$ cat src/rtl/mnist_pkg.sv
// mnist_pkg: shared constants, FP32 field layout, NaN test and order-key
// function for the MNIST MLP post-processing blocks.
//   NUM_CLASSES  digits per image
//   LABEL_W      width of a predicted-digit label
//   FPW          logit width (IEEE-754 single)
package mnist_pkg;

   localparam int unsigned NUM_CLASSES = 10;
   localparam int unsigned LABEL_W     = 4;
   localparam int unsigned FPW         = 32;

   localparam logic [LABEL_W-1:0] LAST_CLASS = LABEL_W'(NUM_CLASSES - 1);

   // IEEE-754 single-precision field view of a logit
   typedef struct packed {
      logic        sign;
      logic [7:0]  exp;
      logic [22:0] mant;
   } fp32_t;

   // Collector run state; idle-after-run is the DONE state
   typedef enum logic {
      ST_ACCUM = 1'b0,
      ST_DONE  = 1'b1
   } state_e;

   // Exponent all ones with a nonzero mantissa
   function automatic logic fp32_is_nan(input fp32_t x);
      return (x.exp == 8'hFF) && (x.mant != 23'd0);
   endfunction

   // Monotonic unsigned key: unsigned compare of keys equals FP order,
   // -0 sorts just below +0, any NaN maps to 0 so it loses to every number
   function automatic logic [FPW-1:0] order_key(input fp32_t x);
      logic [FPW-1:0] raw;
      raw = x;
      if (fp32_is_nan(x)) begin
         return '0;
      end else if (x.sign) begin
         return ~raw;
      end else begin
         return raw ^ 32'h8000_0000;
      end
   endfunction

endpackage

$ cat src/rtl/mlp_argmax_collector_if.sv
// mlp_argmax_collector_if: bus between the MLP core / host and the argmax collector.
//   i_START        run start pulse (clears collector state)
//   i_OUTBUF_WE    logit write strobe
//   i_OUTBUF_ADDR  logit index img*10+class
//   i_OUTBUF_DATA  FP32 logit
//   i_RD_IMG       host label readout index
//   o_LABEL_VALID  one-cycle label pulse
//   o_LABEL_IMG    image index of the label
//   o_LABEL        predicted digit
//   o_RD_LABEL     stored label for i_RD_IMG (combinational)
//   o_ALL_DONE     all labels produced
//   o_SEQ_ERR      sticky write-order error
// master: core/host side, slave: collector side.
interface mlp_argmax_collector_if
   import mnist_pkg::*;
#(
   parameter int unsigned IMGNUM = 10
);

   localparam int unsigned NUM_LOGITS = IMGNUM * NUM_CLASSES;
   localparam int unsigned RBAW = (NUM_LOGITS > 1) ? $clog2(NUM_LOGITS) : 1;
   localparam int unsigned IBW  = (IMGNUM > 1) ? $clog2(IMGNUM) : 1;

   logic               i_START;
   logic               i_OUTBUF_WE;
   logic [RBAW-1:0]    i_OUTBUF_ADDR;
   logic [FPW-1:0]     i_OUTBUF_DATA;
   logic [IBW-1:0]     i_RD_IMG;
   logic               o_LABEL_VALID;
   logic [IBW-1:0]     o_LABEL_IMG;
   logic [LABEL_W-1:0] o_LABEL;
   logic [LABEL_W-1:0] o_RD_LABEL;
   logic               o_ALL_DONE;
   logic               o_SEQ_ERR;

   modport master (
      output i_START, i_OUTBUF_WE, i_OUTBUF_ADDR, i_OUTBUF_DATA, i_RD_IMG,
      input  o_LABEL_VALID, o_LABEL_IMG, o_LABEL, o_RD_LABEL, o_ALL_DONE, o_SEQ_ERR
   );

   modport slave (
      input  i_START, i_OUTBUF_WE, i_OUTBUF_ADDR, i_OUTBUF_DATA, i_RD_IMG,
      output o_LABEL_VALID, o_LABEL_IMG, o_LABEL, o_RD_LABEL, o_ALL_DONE, o_SEQ_ERR
   );

endinterface

$ cat src/rtl/mlp_argmax_collector_key.sv
// fp32_order_key: combinational FP32 -> unsigned order key (NaN -> 0),
// reusable by any max/compare stage.
//   x      FP32 value
//   key_c  unsigned key, compare order equals FP order
module fp32_order_key
   import mnist_pkg::*;
(
   input  fp32_t          x,
   output logic [FPW-1:0] key_c
);

   assign key_c = order_key(x);

endmodule

$ cat src/rtl/mlp_argmax_collector.sv
// mlp_argmax_collector: snoops the MLP core's logit writes (NUM_CLASSES per
// image, ascending address), keeps a running argmax per image, emits one
// label pulse per image, stores labels for host readout and flags completion.
//   i_CLK    clock
//   i_RST_n  asynchronous active-low reset
//   bus      collector side of mlp_argmax_collector_if (see interface header)
module mlp_argmax_collector
   import mnist_pkg::*;
#(
   parameter int unsigned IMGNUM = 10
)(
   input  logic                   i_CLK,
   input  logic                   i_RST_n,
   mlp_argmax_collector_if.slave  bus
);

   localparam int unsigned NUM_LOGITS = IMGNUM * NUM_CLASSES;
   localparam int unsigned RBAW = (NUM_LOGITS > 1) ? $clog2(NUM_LOGITS) : 1;
   localparam int unsigned IBW  = (IMGNUM > 1) ? $clog2(IMGNUM) : 1;
   localparam logic [IBW-1:0] LAST_IMG = IBW'(IMGNUM - 1);

   state_e             state_q,       state_d;
   logic [IBW-1:0]     img_cnt_q,     img_cnt_d;
   logic [LABEL_W-1:0] cls_cnt_q,     cls_cnt_d;
   logic [RBAW-1:0]    addr_cnt_q,    addr_cnt_d;
   logic [FPW-1:0]     best_key_q,    best_key_d;
   logic [LABEL_W-1:0] best_idx_q,    best_idx_d;
   logic [LABEL_W-1:0] labels_q [IMGNUM];
   logic [LABEL_W-1:0] labels_d [IMGNUM];
   logic               label_valid_q, label_valid_d;
   logic [IBW-1:0]     label_img_q,   label_img_d;
   logic [LABEL_W-1:0] label_q,       label_d;
   logic               seq_err_q,     seq_err_d;

   fp32_t          logit_c;
   logic [FPW-1:0] key_c;

   assign logit_c = bus.i_OUTBUF_DATA;

   fp32_order_key u_key (
      .x     (logit_c),
      .key_c (key_c)
   );

   // Next-state: start clear, then per-write argmax update and label emission
   always_comb begin
      state_d       = state_q;
      img_cnt_d     = img_cnt_q;
      cls_cnt_d     = cls_cnt_q;
      addr_cnt_d    = addr_cnt_q;
      best_key_d    = best_key_q;
      best_idx_d    = best_idx_q;
      labels_d      = labels_q;
      label_valid_d = 1'b0;
      label_img_d   = label_img_q;
      label_d       = label_q;
      seq_err_d     = seq_err_q;

      if (bus.i_START) begin
         // A write on the same cycle as start is dropped
         state_d     = ST_ACCUM;
         img_cnt_d   = '0;
         cls_cnt_d   = '0;
         addr_cnt_d  = '0;
         best_key_d  = '0;
         best_idx_d  = '0;
         label_img_d = '0;
         label_d     = '0;
         seq_err_d   = 1'b0;
         for (int unsigned i = 0; i < IMGNUM; i++) begin
            labels_d[i] = '0;
         end
      end else if (bus.i_OUTBUF_WE) begin
         if (state_q == ST_DONE) begin
            seq_err_d = 1'b1;
         end else begin
            // Address is only checked; the write lands at the tracked position
            if (bus.i_OUTBUF_ADDR != addr_cnt_q) begin
               seq_err_d = 1'b1;
            end
            addr_cnt_d = addr_cnt_q + RBAW'(1);

            // Strict compare keeps the lowest class index on ties
            if (cls_cnt_q == '0) begin
               best_key_d = key_c;
               best_idx_d = '0;
            end else if (key_c > best_key_q) begin
               best_key_d = key_c;
               best_idx_d = cls_cnt_q;
            end

            if (cls_cnt_q == LAST_CLASS) begin
               label_valid_d       = 1'b1;
               label_img_d         = img_cnt_q;
               label_d             = best_idx_d;
               labels_d[img_cnt_q] = best_idx_d;
               cls_cnt_d           = '0;
               if (img_cnt_q == LAST_IMG) begin
                  state_d = ST_DONE;
               end else begin
                  img_cnt_d = img_cnt_q + IBW'(1);
               end
            end else begin
               cls_cnt_d = cls_cnt_q + LABEL_W'(1);
            end
         end
      end
   end

   // State and output registers
   always_ff @(posedge i_CLK or negedge i_RST_n) begin
      if (!i_RST_n) begin
         state_q       <= ST_ACCUM;
         img_cnt_q     <= '0;
         cls_cnt_q     <= '0;
         addr_cnt_q    <= '0;
         best_key_q    <= '0;
         best_idx_q    <= '0;
         label_valid_q <= 1'b0;
         label_img_q   <= '0;
         label_q       <= '0;
         seq_err_q     <= 1'b0;
         for (int unsigned i = 0; i < IMGNUM; i++) begin
            labels_q[i] <= '0;
         end
      end else begin
         state_q       <= state_d;
         img_cnt_q     <= img_cnt_d;
         cls_cnt_q     <= cls_cnt_d;
         addr_cnt_q    <= addr_cnt_d;
         best_key_q    <= best_key_d;
         best_idx_q    <= best_idx_d;
         label_valid_q <= label_valid_d;
         label_img_q   <= label_img_d;
         label_q       <= label_d;
         seq_err_q     <= seq_err_d;
         labels_q      <= labels_d;
      end
   end

   assign bus.o_LABEL_VALID = label_valid_q;
   assign bus.o_LABEL_IMG   = label_img_q;
   assign bus.o_LABEL       = label_q;
   assign bus.o_ALL_DONE    = (state_q == ST_DONE);
   assign bus.o_SEQ_ERR     = seq_err_q;

   // Host readout; out-of-range indices read as all ones
   always_comb begin
      bus.o_RD_LABEL = {LABEL_W{1'b1}};
      if (32'(bus.i_RD_IMG) < IMGNUM) begin
         bus.o_RD_LABEL = labels_q[bus.i_RD_IMG];
      end
   end

endmodule

$ cat src/flat_wrapper.sv
// flat-port wrapper written by rule: the top's interface ports become plain ports
module mlp_argmax_collector_flat import mnist_pkg::*;
#(
   parameter int unsigned IMGNUM = 10
)
  (i_CLK, i_RST_n, bus_i_START, bus_i_OUTBUF_WE, bus_i_OUTBUF_ADDR, bus_i_OUTBUF_DATA, bus_i_RD_IMG, bus_o_LABEL_VALID, bus_o_LABEL_IMG, bus_o_LABEL, bus_o_RD_LABEL, bus_o_ALL_DONE, bus_o_SEQ_ERR);
  mlp_argmax_collector_if #(.IMGNUM(IMGNUM)) bus_i ();
  input  logic i_CLK;
  input  logic i_RST_n;
  input wire logic [$bits(bus_i.i_START)-1:0] bus_i_START;
  input wire logic [$bits(bus_i.i_OUTBUF_WE)-1:0] bus_i_OUTBUF_WE;
  input wire logic [$bits(bus_i.i_OUTBUF_ADDR)-1:0] bus_i_OUTBUF_ADDR;
  input wire logic [$bits(bus_i.i_OUTBUF_DATA)-1:0] bus_i_OUTBUF_DATA;
  input wire logic [$bits(bus_i.i_RD_IMG)-1:0] bus_i_RD_IMG;
  output wire logic [$bits(bus_i.o_LABEL_VALID)-1:0] bus_o_LABEL_VALID;
  output wire logic [$bits(bus_i.o_LABEL_IMG)-1:0] bus_o_LABEL_IMG;
  output wire logic [$bits(bus_i.o_LABEL)-1:0] bus_o_LABEL;
  output wire logic [$bits(bus_i.o_RD_LABEL)-1:0] bus_o_RD_LABEL;
  output wire logic [$bits(bus_i.o_ALL_DONE)-1:0] bus_o_ALL_DONE;
  output wire logic [$bits(bus_i.o_SEQ_ERR)-1:0] bus_o_SEQ_ERR;
  assign bus_i.i_START = bus_i_START;
  assign bus_i.i_OUTBUF_WE = bus_i_OUTBUF_WE;
  assign bus_i.i_OUTBUF_ADDR = bus_i_OUTBUF_ADDR;
  assign bus_i.i_OUTBUF_DATA = bus_i_OUTBUF_DATA;
  assign bus_i.i_RD_IMG = bus_i_RD_IMG;
  assign bus_o_LABEL_VALID = bus_i.o_LABEL_VALID;
  assign bus_o_LABEL_IMG = bus_i.o_LABEL_IMG;
  assign bus_o_LABEL = bus_i.o_LABEL;
  assign bus_o_RD_LABEL = bus_i.o_RD_LABEL;
  assign bus_o_ALL_DONE = bus_i.o_ALL_DONE;
  assign bus_o_SEQ_ERR = bus_i.o_SEQ_ERR;
  mlp_argmax_collector #(.IMGNUM(IMGNUM)) u_core (.i_CLK(i_CLK), .i_RST_n(i_RST_n), .bus(bus_i));
endmodule
$ cat config.mk
export PLATFORM = sky130hd
export DESIGN_NAME = mlp_argmax_collector_flat
export DESIGN_NICKNAME = d
export VERILOG_FILES = /design/src/rtl/mnist_pkg.sv /design/src/rtl/mlp_argmax_collector_if.sv /design/src/rtl/mlp_argmax_collector_key.sv /design/src/rtl/mlp_argmax_collector.sv /design/src/flat_wrapper.sv
export SDC_FILE = /design/constraint.sdc
export NUM_CORES = 1
export LEC_CHECK = 0
export ABC_AREA = 1
export BUFFER_PORTS_ARGS = -buffer_cell sky130_fd_sc_hd__buf_4
export CAP_MARGIN = 5
export CORE_MARGIN = 10
export CORE_UTILIZATION = 55
export CTS_CLUSTER_SIZE = 25
export DETAILED_ROUTE_END_ITERATION = 10
export PLACE_DENSITY = 0.75
export SYNTH_ARGS = -nofsm -noshare
export SYNTH_HDL_FRONTEND = slang
export SYNTH_SLANG_ARGS = --single-unit
$ cat constraint.sdc
create_clock -name i_CLK -period 4.45 [get_ports i_CLK]
set_input_delay 0.2225 -clock i_CLK [delete_from_list [all_inputs] [get_ports i_CLK]]
set_output_delay 0.2225 -clock i_CLK [all_outputs]
set_load 0.01 [all_outputs]
Yosys cells after proc, flatten, opt, wreduce, memory -nomap -nowiden
Index checks and enable logic that the tools add are counted.

Flip-flop bits (word level): 102. Input port bits: 47. Output and inout port bits: 15. Word-level logic and storage cells: 110.

Add/subtract/negate cells: 3. Magnitude comparators: 5. Eq/ne operators: 6. Multiplexer cells: 59. Bitwise gates (word level): 4. Reductions and logical operators: 13.

Operator list (count): 32-bit 2-to-1 mux (7); 40-bit 2-to-1 mux (4); 4-bit 2-to-1 mux (29); 40-bit bitwise mux (1); 32-bit > comparator (1); 32-bit NOT (1); 23-bit nonzero test (1); 7-bit 2-to-1 mux (3); 4-bit binary-select mux with 4-bit select (1); 4-bit demux with 4-bit select (1); 1-bit 2-to-1 mux (13); 5-bit greater-or-equal comparator, second input constant (2); 4-bit NOT with 5-bit output (2); 4-bit by 1-bit adder with 4-bit output, second input constant (2); 4-bit == test, second input constant (2); 8-bit == test, second input constant (1); 7-bit by 1-bit adder with 7-bit output, second input constant (1); 7-bit != test (1); 3-bit AND reduction (2); 3-bit nonzero test (2); 5-bit by 1-bit less-than comparator with 1-bit output, second input constant (1); 4-bit zero test (1); 4-bit less-than comparator, second input constant (1); 2-bit != test, second input constant (2); 5 further kinds (8).

Depth between registers and ports, before layout
Word-level depth: 14. Mapped depth: 26. Depth with buffers taken out: 24.

Hierarchy
A second synthesis with hierarchy kept.

Cell total of the unflattened synthesis: 838. Area, all modules: 6717.7 um2.

By module, submodules not included: mlp_argmax_collector (times used 1, cells each 735, area each 5928.2 um2, sequential area each 2552.4 um2); fp32_order_key (times used 1, cells each 103, area each 789.5 um2, sequential area each 0.0 um2).

Worst setup path after synthesis
Ideal clock, no wire load.

Kind: input to register. Start point: input bus_i_OUTBUF_DATA[4]. End point: register u_core.best_key_q[10]. Setup time: 0.118 ns. Data arrival time: 2.535 ns. Data required time: 4.332 ns. Setup slack: 1.797 ns. Cell stages on the path: 24. Path buffers: 2. Cells stage by stage: nor4_1 -> nand2_1 -> nor2_1 -> nand4_1 -> nand2_1 -> inv_1 -> clkbuf_1 -> nor2_1 -> ha_1 -> nand2_1 -> nor2_2 -> nand2_2 -> nor2_1 -> nand2_1 -> o21ai_0 -> nor2_1 -> nand2_2 -> nand2_2 -> nand2_2 -> nand2_4 -> inv_4 -> buf_6 -> nand3_1 -> nand2_1.

Word-level cells in the longest chain between the ends: 8. Elaborated cells between the ends (all ways): 13. Classes of those cells: order compare (1); mux (7); bitwise (1); reduce/logical (4).

RTL lines: start, declared (line flat_wrapper.sv:13) `input wire logic [$bits(bus_i.i_OUTBUF_DATA)-1:0] bus_i_OUTBUF_DATA;`; 23-bit nonzero test (line mnist_pkg.sv:29) `return (x.exp == 8'hFF) && (x.mant != 23'd0);`; 1-bit logical AND (line mnist_pkg.sv:29); 32-bit 2-to-1 mux * (line mnist_pkg.sv:37) `if (fp32_is_nan(x)) begin`; parallel branches: the longest is 5 deep, another holds 32-bit > comparator; end signal, assigned (line mlp_argmax_collector.sv:131) `best_key_q <= best_key_d;`; end, declared (line mlp_argmax_collector.sv:26) `logic [FPW-1:0] best_key_q, best_key_d;`.

Every way passes the cells marked *. The select of a mux whose other input is x is not followed. A chain may end at the register's enable or synchronous reset.

Final worst setup path
Start point: input bus_i_OUTBUF_DATA[8]. End point: register u_core.labels_q[0] (netlist name).

Word-level cells in the longest chain between the ends: 14. Elaborated cells between the ends (all ways): 16. Classes of those cells: order compare (1); mux (12); bitwise (1); reduce/logical (2).

RTL lines: 23-bit nonzero test / 32-bit NOT (equally long branches) (line mnist_pkg.sv:29, mnist_pkg.sv:40); 1-bit logical AND / 32-bit 2-to-1 mux (equally long branches) (line mnist_pkg.sv:29, mnist_pkg.sv:39); 32-bit 2-to-1 mux * (line mnist_pkg.sv:37); 32-bit > comparator * (line mlp_argmax_collector.sv:87) `end else if (key_c > best_key_q) begin`; 4-bit 2-to-1 mux * (line mlp_argmax_collector.sv:87); 4-bit 2-to-1 mux * (line mlp_argmax_collector.sv:84) `if (cls_cnt_q == '0) begin`; 4-bit 2-to-1 mux * (line mlp_argmax_collector.sv:74) `if (state_q == ST_DONE) begin`; 4-bit 2-to-1 mux * (line mlp_argmax_collector.sv:73) `end else if (bus.i_OUTBUF_WE) begin`; 4-bit 2-to-1 mux * (line mlp_argmax_collector.sv:59) `if (bus.i_START) begin`; 40-bit bitwise mux * (line mlp_argmax_collector.sv:96) `labels_d[img_cnt_q] = best_idx_d;`; 40-bit 2-to-1 mux * (line mlp_argmax_collector.sv:92) `if (cls_cnt_q == LAST_CLASS) begin`; 40-bit 2-to-1 mux * (line mlp_argmax_collector.sv:74); 40-bit 2-to-1 mux * (line mlp_argmax_collector.sv:73); 40-bit 2-to-1 mux * (line mlp_argmax_collector.sv:59); end signal, assigned (line mlp_argmax_collector.sv:137) `labels_q <= labels_d;`; end, declared (line mlp_argmax_collector.sv:28) `logic [LABEL_W-1:0] labels_q [IMGNUM];`.

Every way passes the cells marked *; elsewhere a longest branch is shown, timed or not. The select of a mux whose other input is x is not followed.

==> results.cfg <==
[layout]
regArea_mm2 = 0.00255
multi_input_area_mm2 = 0.00320
final_common_cell = nand2_1
areaGrowthSynthToFinish_pct = 12.9
layout_common_cells = nand2_1, dfrtp_1, nor2_1, inv_1, nand3_1
antennaDiodeCount = 0
fillers = 924
drive_above_1_share_pct = 11.0
nNetsFinal = 947

[power]
leakage_nw = 3.52
intPower_mw = 1.64
powerDensity_mw_per_mm2 = 341
total_power_mw = 2.40
seq_power_share_pct = 43.1
ir_drop_mv = 0.347
power.switching_mw = 0.757
power_frac_clock_pct = 34.1
sw_frac_of_total_pct = 31.5
p_comb_share_pct = 22.9

[drt]
drt-initial-drc-count = 709
drc_errors = 0
finalWirelength_um = 15500
drt-pass1-iter-count = 5
detail-route-antenna-nets = 0
wl_per_cell_um = 15.4
avgViaCountPerCell = 5.59
vias = 5616

[worst_setup_path]
timing.rr.end = u_core.labels_q[0]
reg2reg_depth = 12
endpoint = u_core.labels_q[0]
crit_required_ns = 4.75
path_class = in2reg
setup.worst_path.start_class = input port
path_max_fanout = 31
worstSetupStartpoint = bus_i_OUTBUF_DATA[8]
crit_path_end_kind = flip-flop
regToRegStartpoint = u_core.best_key_q[31]
reg2reg_slack_ns = 1.84
arrival_ns = 4.11

[synthesis]
syn_nets = 907
yosys-top-cells-area = dfrtp_1, nand2_1, ha_1
ys_ff_latch = 102
ys_types = 38
async_flop_share_pct = 100
syn-cell-area_mm2 = 0.00623
yosysSeqAreaShare_pct = 41.0
avgSynthCellArea_um2 = 7.60
synth.top_cell.area_share_pct = 41.0
synth_edf_count = 0
yosys.area.top_type = dfrtp_1
yosysWarnings = 0
synthCells = 820
dominantRegCellSynth = dfrtp_1

[clocking]
root_buffer = clkbuf_16
cts_tree = done
cts.sinks = 102
cts_htree_levels = 3
post_cts_resized = 0
postCtsSetupBuffers = 0
numCtsBuffers = 9
clkLatencyLatePin_ns = 0.36
clock_path_buffers = 2
path_clk_slew_ns = 0.07
hold_buffers = 1

[sta]
fmax_mhz = 262
max_slew_margin_pct = 37.1
layout_setup_ws_ns = 0.631
finalHoldViolCount = 0
setup_viol = 0
min_period_ns = 3.82
rsz0062_at_grt = no
skew_ns = 0.0110
finalSetupTns_ns = 0
fin_crit_sh_pct = 85.8
tightest_slew_ns = 0.943
slew_violations = 0

[die]
start_util_pct = 56.7
die_area_mm2 = 0.0160
fp.dieH_um = 126
chipWidth_um = 126
io_pins = 62
core_area_mm2 = 0.0110
core.rowCount = 38

[place]
hpwl_um = 10900
io_buffers = 61
dpl_worst_slack_ns = 0.226
place.gp.congestion = 0.932

[grt]
antenna_found_initial = 0
grt_pass1_wl_um = 26600
met3_usage_pct = 5.58
grt_use_met1_pct = 24.6
grt_pass1_vias = 5737
grt_max_degree = 56
grt-busiest-layer = met2
grt_use_total_pct = 19.6
overflow = 0
use_met2_pct = 32.2

[hold_path]
worstHoldPathCells = 3
hp-class = in2reg

[run_status]
status = complete, no violations

[job]
cap_violations = 0
[routing by layer]
metal | vias up | routed length [um]
li1 | 2761 | -
met1 | 2663 | 6770
met2 | 170 | 7470
met3 | 22 | 1040
met4 | 0 | 207
met5 | - | 0
[registers in the layout, summed over array words and instances (netlist names)]
signal	count
u_core.best_idx_q	4
u_core.img_cnt_q	4
u_core.addr_cnt_q	7
u_core.bus.o_SEQ_ERR	1
u_core.bus.o_ALL_DONE	1
u_core.bus.o_LABEL	4
u_core.bus.o_LABEL_IMG	4
u_core.best_key_q	32
u_core.labels_q	40
u_core.bus.o_LABEL_VALID	1
u_core.cls_cnt_q	4
[cell usage after synthesis, types with 16 or more instances]
| master | instances |
|---|---|
| nand3_1 | 73 |
| clkbuf_1 | 17 |
| ha_1 | 40 |
| o21ai_0 | 50 |
| inv_1 | 75 |
| nor2_1 | 85 |
| xnor2_1 | 31 |
| nor3_1 | 16 |
| nand2_1 | 215 |
| dfrtp_1 | 102 |
| nand4_1 | 26 |
| a21oi_1 | 24 |
[power groups by stage]
stage | logic, mW | registers [mW] | clock network (mW)
floorplan | 0.379 | 1.04 | 0
global placement | 0.526 | 1.05 | 0
detailed placement | 0.545 | 1.05 | 0
CTS | 0.551 | 1.03 | 0.837
global route | 0.635 | 1.04 | 0.873
finish | 0.549 | 1.03 | 0.819
[how the worst min path moves through the flow]
stage / from / end
2_1_floorplan: i_RST_n / u_core.addr_cnt_q[0]
3_3_place_gp: i_RST_n / u_core.best_key_q[27]
3_5_place_dp: i_RST_n / u_core.best_key_q[27]
4_1_cts: bus_i_OUTBUF_WE / u_core.bus.o_SEQ_ERR
5_1_grt: bus_i_OUTBUF_WE / u_core.bus.o_ALL_DONE
6_report: bus_i_OUTBUF_WE / u_core.bus.o_SEQ_ERR
[logic make-up (layout without fill, tap and decap cells)]
logic type / count (synthesis) / after routing / share of synthesized area [%]
AOI/OAI and AO/OA: 97 / 97 / 8.40
xor gates and xnor gates: 35 / 35 / 4.92
adders and majority gates: 40 / 40 / 8.04
buffers and inverters: 115 / 160 / 7.75
DFF: 102 / 102 / 41.0
and+or+nand+nor: 431 / 431 / 29.9
[area by class of cell]
| type | count | area share, % |
|---|---|---|
| flip-flops and latches | 102 | 36.3 |
| well taps | 140 | 2.49 |
| clock buffers | 10 | 3.40 |
| inverters | 78 | 4.20 |
| clock inverters | 6 | 0.996 |
| repair buffers | 66 | 7.08 |
| multi-input cells | 603 | 45.6 |
[worst max-delay path: stages]
cell and delay [ns]:
buf_4 0.12, nor4_1 0.48, nand2_1 0.11, nor2_1 0.14, nand4_1 0.10, nand2_1 0.12, inv_1 0.40, nor2_1 0.33
ha_1 0.28, nand2_1 0.10, nor2_2 0.06, nand2_2 0.10, nor2_1 0.05, nand2_1 0.06, o21ai_0 0.07, nor2_1 0.17
nand2_2 0.12, nand3_1 0.08, nand2_1 0.06, nor2_1 0.69, nand3_1 0.15, nand2_1 0.10
[metrics by stage]
step | instance area, um2 | std cells | hold slack [ns] | util [%]
after detailed placement | 6720 | 988 | 0.288 | 61.1
after global placement | 6720 | 988 | 0.286 | 61.1
after CTS | 7030 | 1005 | 0.144 | 64.0
after global routing | 7030 | 1005 | 0.157 | 64.0
after floorplan | 6230 | 820 | -0.0731 | -
final | 7030 | 1005 | 0.145 | 64.0
Power figures use the tool's default switching activity.
